===== src/rtl/mips_muldiv_unit.sv =====
// MIPS HI/LO multiply/divide unit.
// Multiplies complete after a fixed MUL_LAT cycles. Divides use a restoring
// divider that produces one quotient bit per cycle, followed by a FIX cycle
// that applies the result signs. MTHI/MTLO write HI/LO directly while idle.
module mips_muldiv_unit #(
   parameter int DATA_W  = 32,
   parameter int MUL_LAT = 3
) (
   input  logic              clk,
   input  logic              reset,
   input  logic              start,
   input  logic [2:0]        op,
   input  logic [DATA_W-1:0] src_a,
   input  logic [DATA_W-1:0] src_b,
   input  logic              flush,
   input  logic              hilo_rd,
   output logic [DATA_W-1:0] hi,
   output logic [DATA_W-1:0] lo,
   output logic              busy,
   output logic              stall_req,
   output logic              done,
   output logic              div_by_zero
);

   localparam logic [2:0] OP_MULT  = 3'b000;
   localparam logic [2:0] OP_MULTU = 3'b001;
   localparam logic [2:0] OP_DIV   = 3'b010;
   localparam logic [2:0] OP_DIVU  = 3'b011;
   localparam logic [2:0] OP_MTHI  = 3'b100;
   localparam logic [2:0] OP_MTLO  = 3'b101;

   // The counter only ever holds MUL_LAT-1 (at most 7) or DATA_W-1.
   localparam int               CNT_W        = $clog2(DATA_W);
   localparam logic [CNT_W-1:0] MUL_CNT_INIT = CNT_W'(MUL_LAT - 1);
   localparam logic [CNT_W-1:0] DIV_CNT_INIT = CNT_W'(DATA_W - 1);

   typedef enum logic [1:0] {
      ST_IDLE,
      ST_MUL,
      ST_DIV,
      ST_FIX
   } state_t;

   state_t              state_q, state_d;
   logic [DATA_W-1:0]   hi_q, hi_d;
   logic [DATA_W-1:0]   lo_q, lo_d;
   logic                done_q, done_d;
   logic                dz_q, dz_d;
   logic [CNT_W-1:0]    cnt_q, cnt_d;
   logic [DATA_W-1:0]   a_q, a_d;      // raw first operand
   logic [DATA_W-1:0]   b_q, b_d;      // multiplier, or divisor magnitude
   logic [DATA_W-1:0]   rem_q, rem_d;  // partial remainder
   logic [DATA_W-1:0]   quo_q, quo_d;  // dividend shifting out, quotient shifting in
   logic                signed_q, signed_d;
   logic                q_neg_q, q_neg_d;

   // Operand conditioning for a divide being accepted this cycle.
   logic              div_signed;
   logic              a_neg;
   logic              b_neg;
   logic [DATA_W-1:0] mag_a;
   logic [DATA_W-1:0] mag_b;

   assign div_signed = (op == OP_DIV);
   assign a_neg      = div_signed & src_a[DATA_W-1];
   assign b_neg      = div_signed & src_b[DATA_W-1];
   assign mag_a      = a_neg ? -src_a : src_a;
   assign mag_b      = b_neg ? -src_b : src_b;

   // Full-width product; extending both operands to 2*DATA_W makes the
   // truncated unsigned multiply equal to the signed product for MULT.
   logic [2*DATA_W-1:0] a_ext;
   logic [2*DATA_W-1:0] b_ext;
   logic [2*DATA_W-1:0] prod;

   assign a_ext = {{DATA_W{signed_q & a_q[DATA_W-1]}}, a_q};
   assign b_ext = {{DATA_W{signed_q & b_q[DATA_W-1]}}, b_q};
   assign prod  = a_ext * b_ext;

   // One restoring step: shift in the next dividend bit, try a subtract.
   logic [DATA_W:0] rem_shift;
   logic [DATA_W:0] rem_diff;

   assign rem_shift = {rem_q, quo_q[DATA_W-1]};
   assign rem_diff  = rem_shift - {1'b0, b_q};

   // Sign fix-up: quotient sign is sign(a)^sign(b), remainder follows a.
   logic              r_neg;
   logic [DATA_W-1:0] quo_fix;
   logic [DATA_W-1:0] rem_fix;

   assign r_neg   = signed_q & a_q[DATA_W-1];
   assign quo_fix = q_neg_q ? -quo_q : quo_q;
   assign rem_fix = r_neg ? -rem_q : rem_q;

   // Next-state, datapath and HI/LO update logic.
   always_comb begin
      // NOTE: every signal driven here gets a hold/default value first, so
      // no path through the case leaves it unassigned and no latch is built.
      state_d  = state_q;
      hi_d     = hi_q;
      lo_d     = lo_q;
      done_d   = 1'b0;
      dz_d     = 1'b0;
      cnt_d    = cnt_q;
      a_d      = a_q;
      b_d      = b_q;
      rem_d    = rem_q;
      quo_d    = quo_q;
      signed_d = signed_q;
      q_neg_d  = q_neg_q;

      case (state_q)
         ST_IDLE: begin
            if (start && !flush) begin
               case (op)
                  OP_MTHI: hi_d = src_a;
                  OP_MTLO: lo_d = src_a;
                  OP_MULT, OP_MULTU: begin
                     a_d      = src_a;
                     b_d      = src_b;
                     signed_d = (op == OP_MULT);
                     cnt_d    = MUL_CNT_INIT;
                     state_d  = ST_MUL;
                  end
                  OP_DIV, OP_DIVU: begin
                     a_d      = src_a;
                     b_d      = mag_b;
                     quo_d    = mag_a;
                     rem_d    = '0;
                     signed_d = div_signed;
                     q_neg_d  = a_neg ^ b_neg;
                     cnt_d    = DIV_CNT_INIT;
                     state_d  = ST_DIV;
                  end
                  default: ;  // 110/111 are no-ops
               endcase
            end
         end

         ST_MUL: begin
            if (flush) begin
               state_d = ST_IDLE;
            end else if (cnt_q == '0) begin
               {hi_d, lo_d} = prod;
               done_d       = 1'b1;
               state_d      = ST_IDLE;
            end else begin
               cnt_d = cnt_q - CNT_W'(1);
            end
         end

         ST_DIV: begin
            if (flush) begin
               state_d = ST_IDLE;
            end else begin
               if (!rem_diff[DATA_W]) begin
                  rem_d = rem_diff[DATA_W-1:0];
                  quo_d = {quo_q[DATA_W-2:0], 1'b1};
               end else begin
                  rem_d = rem_shift[DATA_W-1:0];
                  quo_d = {quo_q[DATA_W-2:0], 1'b0};
               end
               if (cnt_q == '0) begin
                  state_d = ST_FIX;
               end else begin
                  cnt_d = cnt_q - CNT_W'(1);
               end
            end
         end

         ST_FIX: begin
            if (flush) begin
               state_d = ST_IDLE;
            end else begin
               // A zero divisor reports all-ones quotient and the raw dividend.
               if (b_q == '0) begin
                  lo_d = '1;
                  hi_d = a_q;
                  dz_d = 1'b1;
               end else begin
                  lo_d = quo_fix;
                  hi_d = rem_fix;
               end
               done_d  = 1'b1;
               state_d = ST_IDLE;
            end
         end

         default: state_d = ST_IDLE;
      endcase
   end

   // State, HI/LO and datapath registers with asynchronous reset.
   always_ff @(posedge clk or posedge reset) begin
      // NOTE: non-blocking assignments here so every register samples the
      // values from before the edge, independent of statement order.
      if (reset) begin
         state_q  <= ST_IDLE;
         hi_q     <= '0;
         lo_q     <= '0;
         done_q   <= 1'b0;
         dz_q     <= 1'b0;
         cnt_q    <= '0;
         a_q      <= '0;
         b_q      <= '0;
         rem_q    <= '0;
         quo_q    <= '0;
         signed_q <= 1'b0;
         q_neg_q  <= 1'b0;
      end else begin
         state_q  <= state_d;
         hi_q     <= hi_d;
         lo_q     <= lo_d;
         done_q   <= done_d;
         dz_q     <= dz_d;
         cnt_q    <= cnt_d;
         a_q      <= a_d;
         b_q      <= b_d;
         rem_q    <= rem_d;
         quo_q    <= quo_d;
         signed_q <= signed_d;
         q_neg_q  <= q_neg_d;
      end
   end

   assign hi          = hi_q;
   assign lo          = lo_q;
   assign busy        = (state_q != ST_IDLE);
   assign stall_req   = busy & (hilo_rd | start);
   assign done        = done_q;
   assign div_by_zero = dz_q;

endmodule


===== config.mk =====
export PLATFORM = sky130hd
export DESIGN_NAME = mips_muldiv_unit
export DESIGN_NICKNAME = d
export VERILOG_FILES = /design/src/rtl/mips_muldiv_unit.sv
export SDC_FILE = /design/constraint.sdc
export NUM_CORES = 2
export LEC_CHECK = 0
export CAP_MARGIN = 30
export CORE_MARGIN = 2
export CORE_UTILIZATION = 50
export CTS_CLUSTER_DIAMETER = 30
export DETAILED_ROUTE_END_ITERATION = 10
export GPL_ROUTABILITY_DRIVEN = 0
export HOLD_SLACK_MARGIN = 0.15
export PLACE_DENSITY = 0.64
export SETUP_SLACK_MARGIN = 0.5
export SKIP_LAST_GASP = 1
export SLEW_MARGIN = 20
export SYNTH_ARGS = -nofsm -noshare
export SYNTH_HDL_FRONTEND = slang
export SYNTH_SLANG_ARGS = --single-unit

===== constraint.sdc =====
create_clock -name clk -period 9.7 [get_ports clk]
set_input_delay 1.94 -clock clk [delete_from_list [all_inputs] [get_ports clk]]
set_output_delay 1.94 -clock clk [all_outputs]
set_load 0.03 [all_outputs]

==> results.toml <==
[drt]
post-route-drc-count = 0
detail-route-antenna-nets = 0
wl_per_cell_microns = 22.8
drt_wl_total_mm = 166
drt_iter0_markers = 3507
via_per_inst = 5.67
first_pass_iters = 6
vias = 41256

[layout]
drive_above_1_share_pct = 5.99
stdcell_count = 7275
syn_to_final_growth_pct = 9.33
nets = 7303
design_area_sq_um = 56700

[timing]
slew_headroom_pct = 33.9
tightest_slew_ns = 0.992
setup_viol = 0
rsz0062_at_grt = "yes"
hold_viol = 0
finClkSkew_ns = 0.0292
drv_slew = 0
period_share_pct = 92.4
fmax_mhz = 112
period_needed_ns = 8.97
fin_tns_setup_ns = 0

[place]
dp_hpwl_mm = 134
dp_cells = 7171
port_buffers = 139
placed_area_sq_um = 54800

[die]
die_h_microns = 326
core_area_sq_um = 103000
die_area_sq_um = 106000
io_pins = 140
start_util_pct = 50.2
rows = 118
fp.dieW_microns = 326

[global_routing]
grt_pass1_vias = 43666
overflow = 0
grt_pass1_wl_mm = 259
track_usage_pct = 32.0
grt_max_degree = 102
grt_antenna_before_repair = 3

[synthesis]
syn_inst = 5891
ys.flop_type = "dfrtp_1"
ys_warn_count = 0
yosys.area.top_type = "fa_1"
yosysUniqueCellTypes = 86
ys_seq_elements = 203
synthMostInstantiatedCell = "inv_1"
yosysTopAreaCellShare_pct = 43.5
synth_edf_count = 0
ys_top_cells_by_area = "fa_1 (43%), dfrtp_1 (9.8%), inv_1 (8.6%), nand2_1 (6.7%), ha_1 (6.1%)"
syn_avg_cell_area_sq_um = 8.80
synth_nets = 7342
synthArstFlopShare_pct = 100
synth_common_cells = "inv_1 (1188), fa_1 (1126), nand2_1 (932)"
synth_area_sq_um = 51800
yosysSeqAreaShare_pct = 9.80

[clocking]
cts_sinks = 203
numCtsBuffers = 52
h-tree-depth = 2
cts_max_path_buffers = 3
tritoncts = "done"
clk_pin_slew_ns = 0.05
clk_latency_ns = 0.61
cts_root_buf = "clkbuf_16"
cts_hold_buffers = 0

[setup_path]
r2r_end = "hi[24]$_DFFE_PP0P_"
worstRegToRegCells = 24
required_ns = 10.17
cp_num_cells = 24
r2r-start = "a_q[20]$_DFFE_PP0P_"
crit_family = "adder cells"
cpPeakStageDelay_ns = 0.65
path_buf_inv = 5
crit_start = "a_q[20]$_DFFE_PP0P_"
arrival_ns = 9.43
crit_end = "hi[24]$_DFFE_PP0P_"
crit_type = "flip-flop to flip-flop"
r2r_setup_slack_ns = 0.73
crit_top_cell = "fa_1"
path_cells = "buf_4 > buf_4 > nand2_1 > fa_1 > fa_1 > inv_1 > fa_1 > fa_1 > fa_1 > fa_1 > fa_1 > inv_1 > fa_1 > inv_1 > ha_1 > nand4_1 > or3_1 > a211o_1 > a31o_2 > a211oi_2 > o21ai_1 > and3_1 > o41ai_1 > a31oi_1"
critPathLaunchType = "flip-flop"
slowest_stage = "dfrtp_2"
cp_max_fo = 14
worst_setup_path_end_kind = "flip-flop"

[worst_hold_path]
holdCritPathClass = "flip-flop to flip-flop"

[run]
maxCapViolCount = 0

[outcome]
status = "completed"
-- cell usage in the layout, fill, tap and decap left out, types with 15 or more instances in the layout --
cell             netlist  final
o21ai_1               19     19
clkdlybuf4s50_1        0    139
ha_1                 253    250
nand4_1               27     27
mux2i_1               15     15
a22oi_1               16     16
o311ai_0              18     18
inv_1               1188   1186
nor3_1                26     25
o21ai_0              161    161
a31oi_1               36     36
xor2_1                89     89
and2_1               360    359
or3_1                 19     19
dfrtp_2                0     23
fa_1                1126   1126
nand2b_1              20     20
a21oi_1              188    186
mux2_2                36     36
o31ai_1               38     38
and3_1                17     17
nor2_1               242    239
dfrtp_1              203    180
nand2_1              932    932
nor4_1                20     20
a21o_1                58     57
a221oi_1              28     28
nand3_1               37     37
buf_4                  2    139
clkbuf_16              0     52
xnor2_1              123    123
-- timing repair --
| item | in CTS | in global routing |
|---|---|---|
| buffers inserted | 0 | 5 |
| gates resized for setup | 1 | 22 |
| setup endpoints to repair | 1 | 12 |
-- layout make-up --
class	count	area, sq um
Fill cell	9463	46500
Multi-Input combinational cell	4115	40900
Sequential cell	203	5110
Inverter	1188	4470
Timing Repair Buffer	292	2710
Tap cell	1380	1730
Clock buffer	66	1450
Clock inverter	29	325
Antenna cell	2	5.00
-- through the flow --
stage / setup WS (ns) / utilization, % / hold slack [ns]
final: 0.735 / 54.9 / 0.485
after global routing: 0.495 / 54.9 / 0.520
after CTS: 0.527 / 54.8 / 0.489
after detailed placement: 0.486 / 53.1 / 0.479
after global placement: 0.485 / 53.0 / 0.469
after floorplan: 1.41 / - / 0.465
-- registers in the layout, indices dropped and copies added, names as in the netlist, 2 cells and up --
register,count
lo,32
state_q,2
b_q,32
cnt_q,5
rem_q,32
hi,32
quo_q,32
a_q,32
-- worst min-delay path, stage by stage, from the launching register on --
cell,delay [ns]
dfrtp_1,0.34
nand2_1,0.05
o21ai_0,0.06
-- cell families after synthesis --
group | count (synthesis) | share of synthesized area, %
AO/OA/AOI/OAI | 711 | 8.84
XOR/XNOR | 213 | 3.63
adder cells (fa/ha/maj) | 1379 | 49.6
buffers and inverters | 1573 | 11.4
flip-flops | 203 | 9.80
multiplexers | 51 | 1.07
AND/OR/NAND/NOR | 1761 | 15.6
-- per-layer routing --
metal | up-vias | part of all wire (%) | global-route usage (%)
met5 | - | 0.0078 | 0
li1 | 17804 | - | -
met4 | 2 | 4.6 | 13.0
met3 | 385 | 7.6 | 5.14
met2 | 1758 | 50 | 54.5
met1 | 21307 | 38 | 40.7
-- worst min-delay path by stage --
stage	from	to	slack [ns]	depth (start not counted)
2_1_floorplan	cnt_q[0]$_DFFE_PP0P_	cnt_q[0]$_DFFE_PP0P_	0.47	1
3_3_place_gp	lo[1]$_DFFE_PP0P_	lo[1]$_DFFE_PP0P_	0.47	2
3_5_place_dp	lo[24]$_DFFE_PP0P_	lo[24]$_DFFE_PP0P_	0.48	2
4_1_cts	lo[24]$_DFFE_PP0P_	lo[24]$_DFFE_PP0P_	0.49	2
5_1_grt	cnt_q[3]$_DFFE_PP0P_	cnt_q[3]$_DFFE_PP0P_	0.52	1
6_report	lo[24]$_DFFE_PP0P_	lo[24]$_DFFE_PP0P_	0.49	2
Power is not shown: default switching activity piles up to over one toggle a cycle in this logic, so the estimate is an artifact.
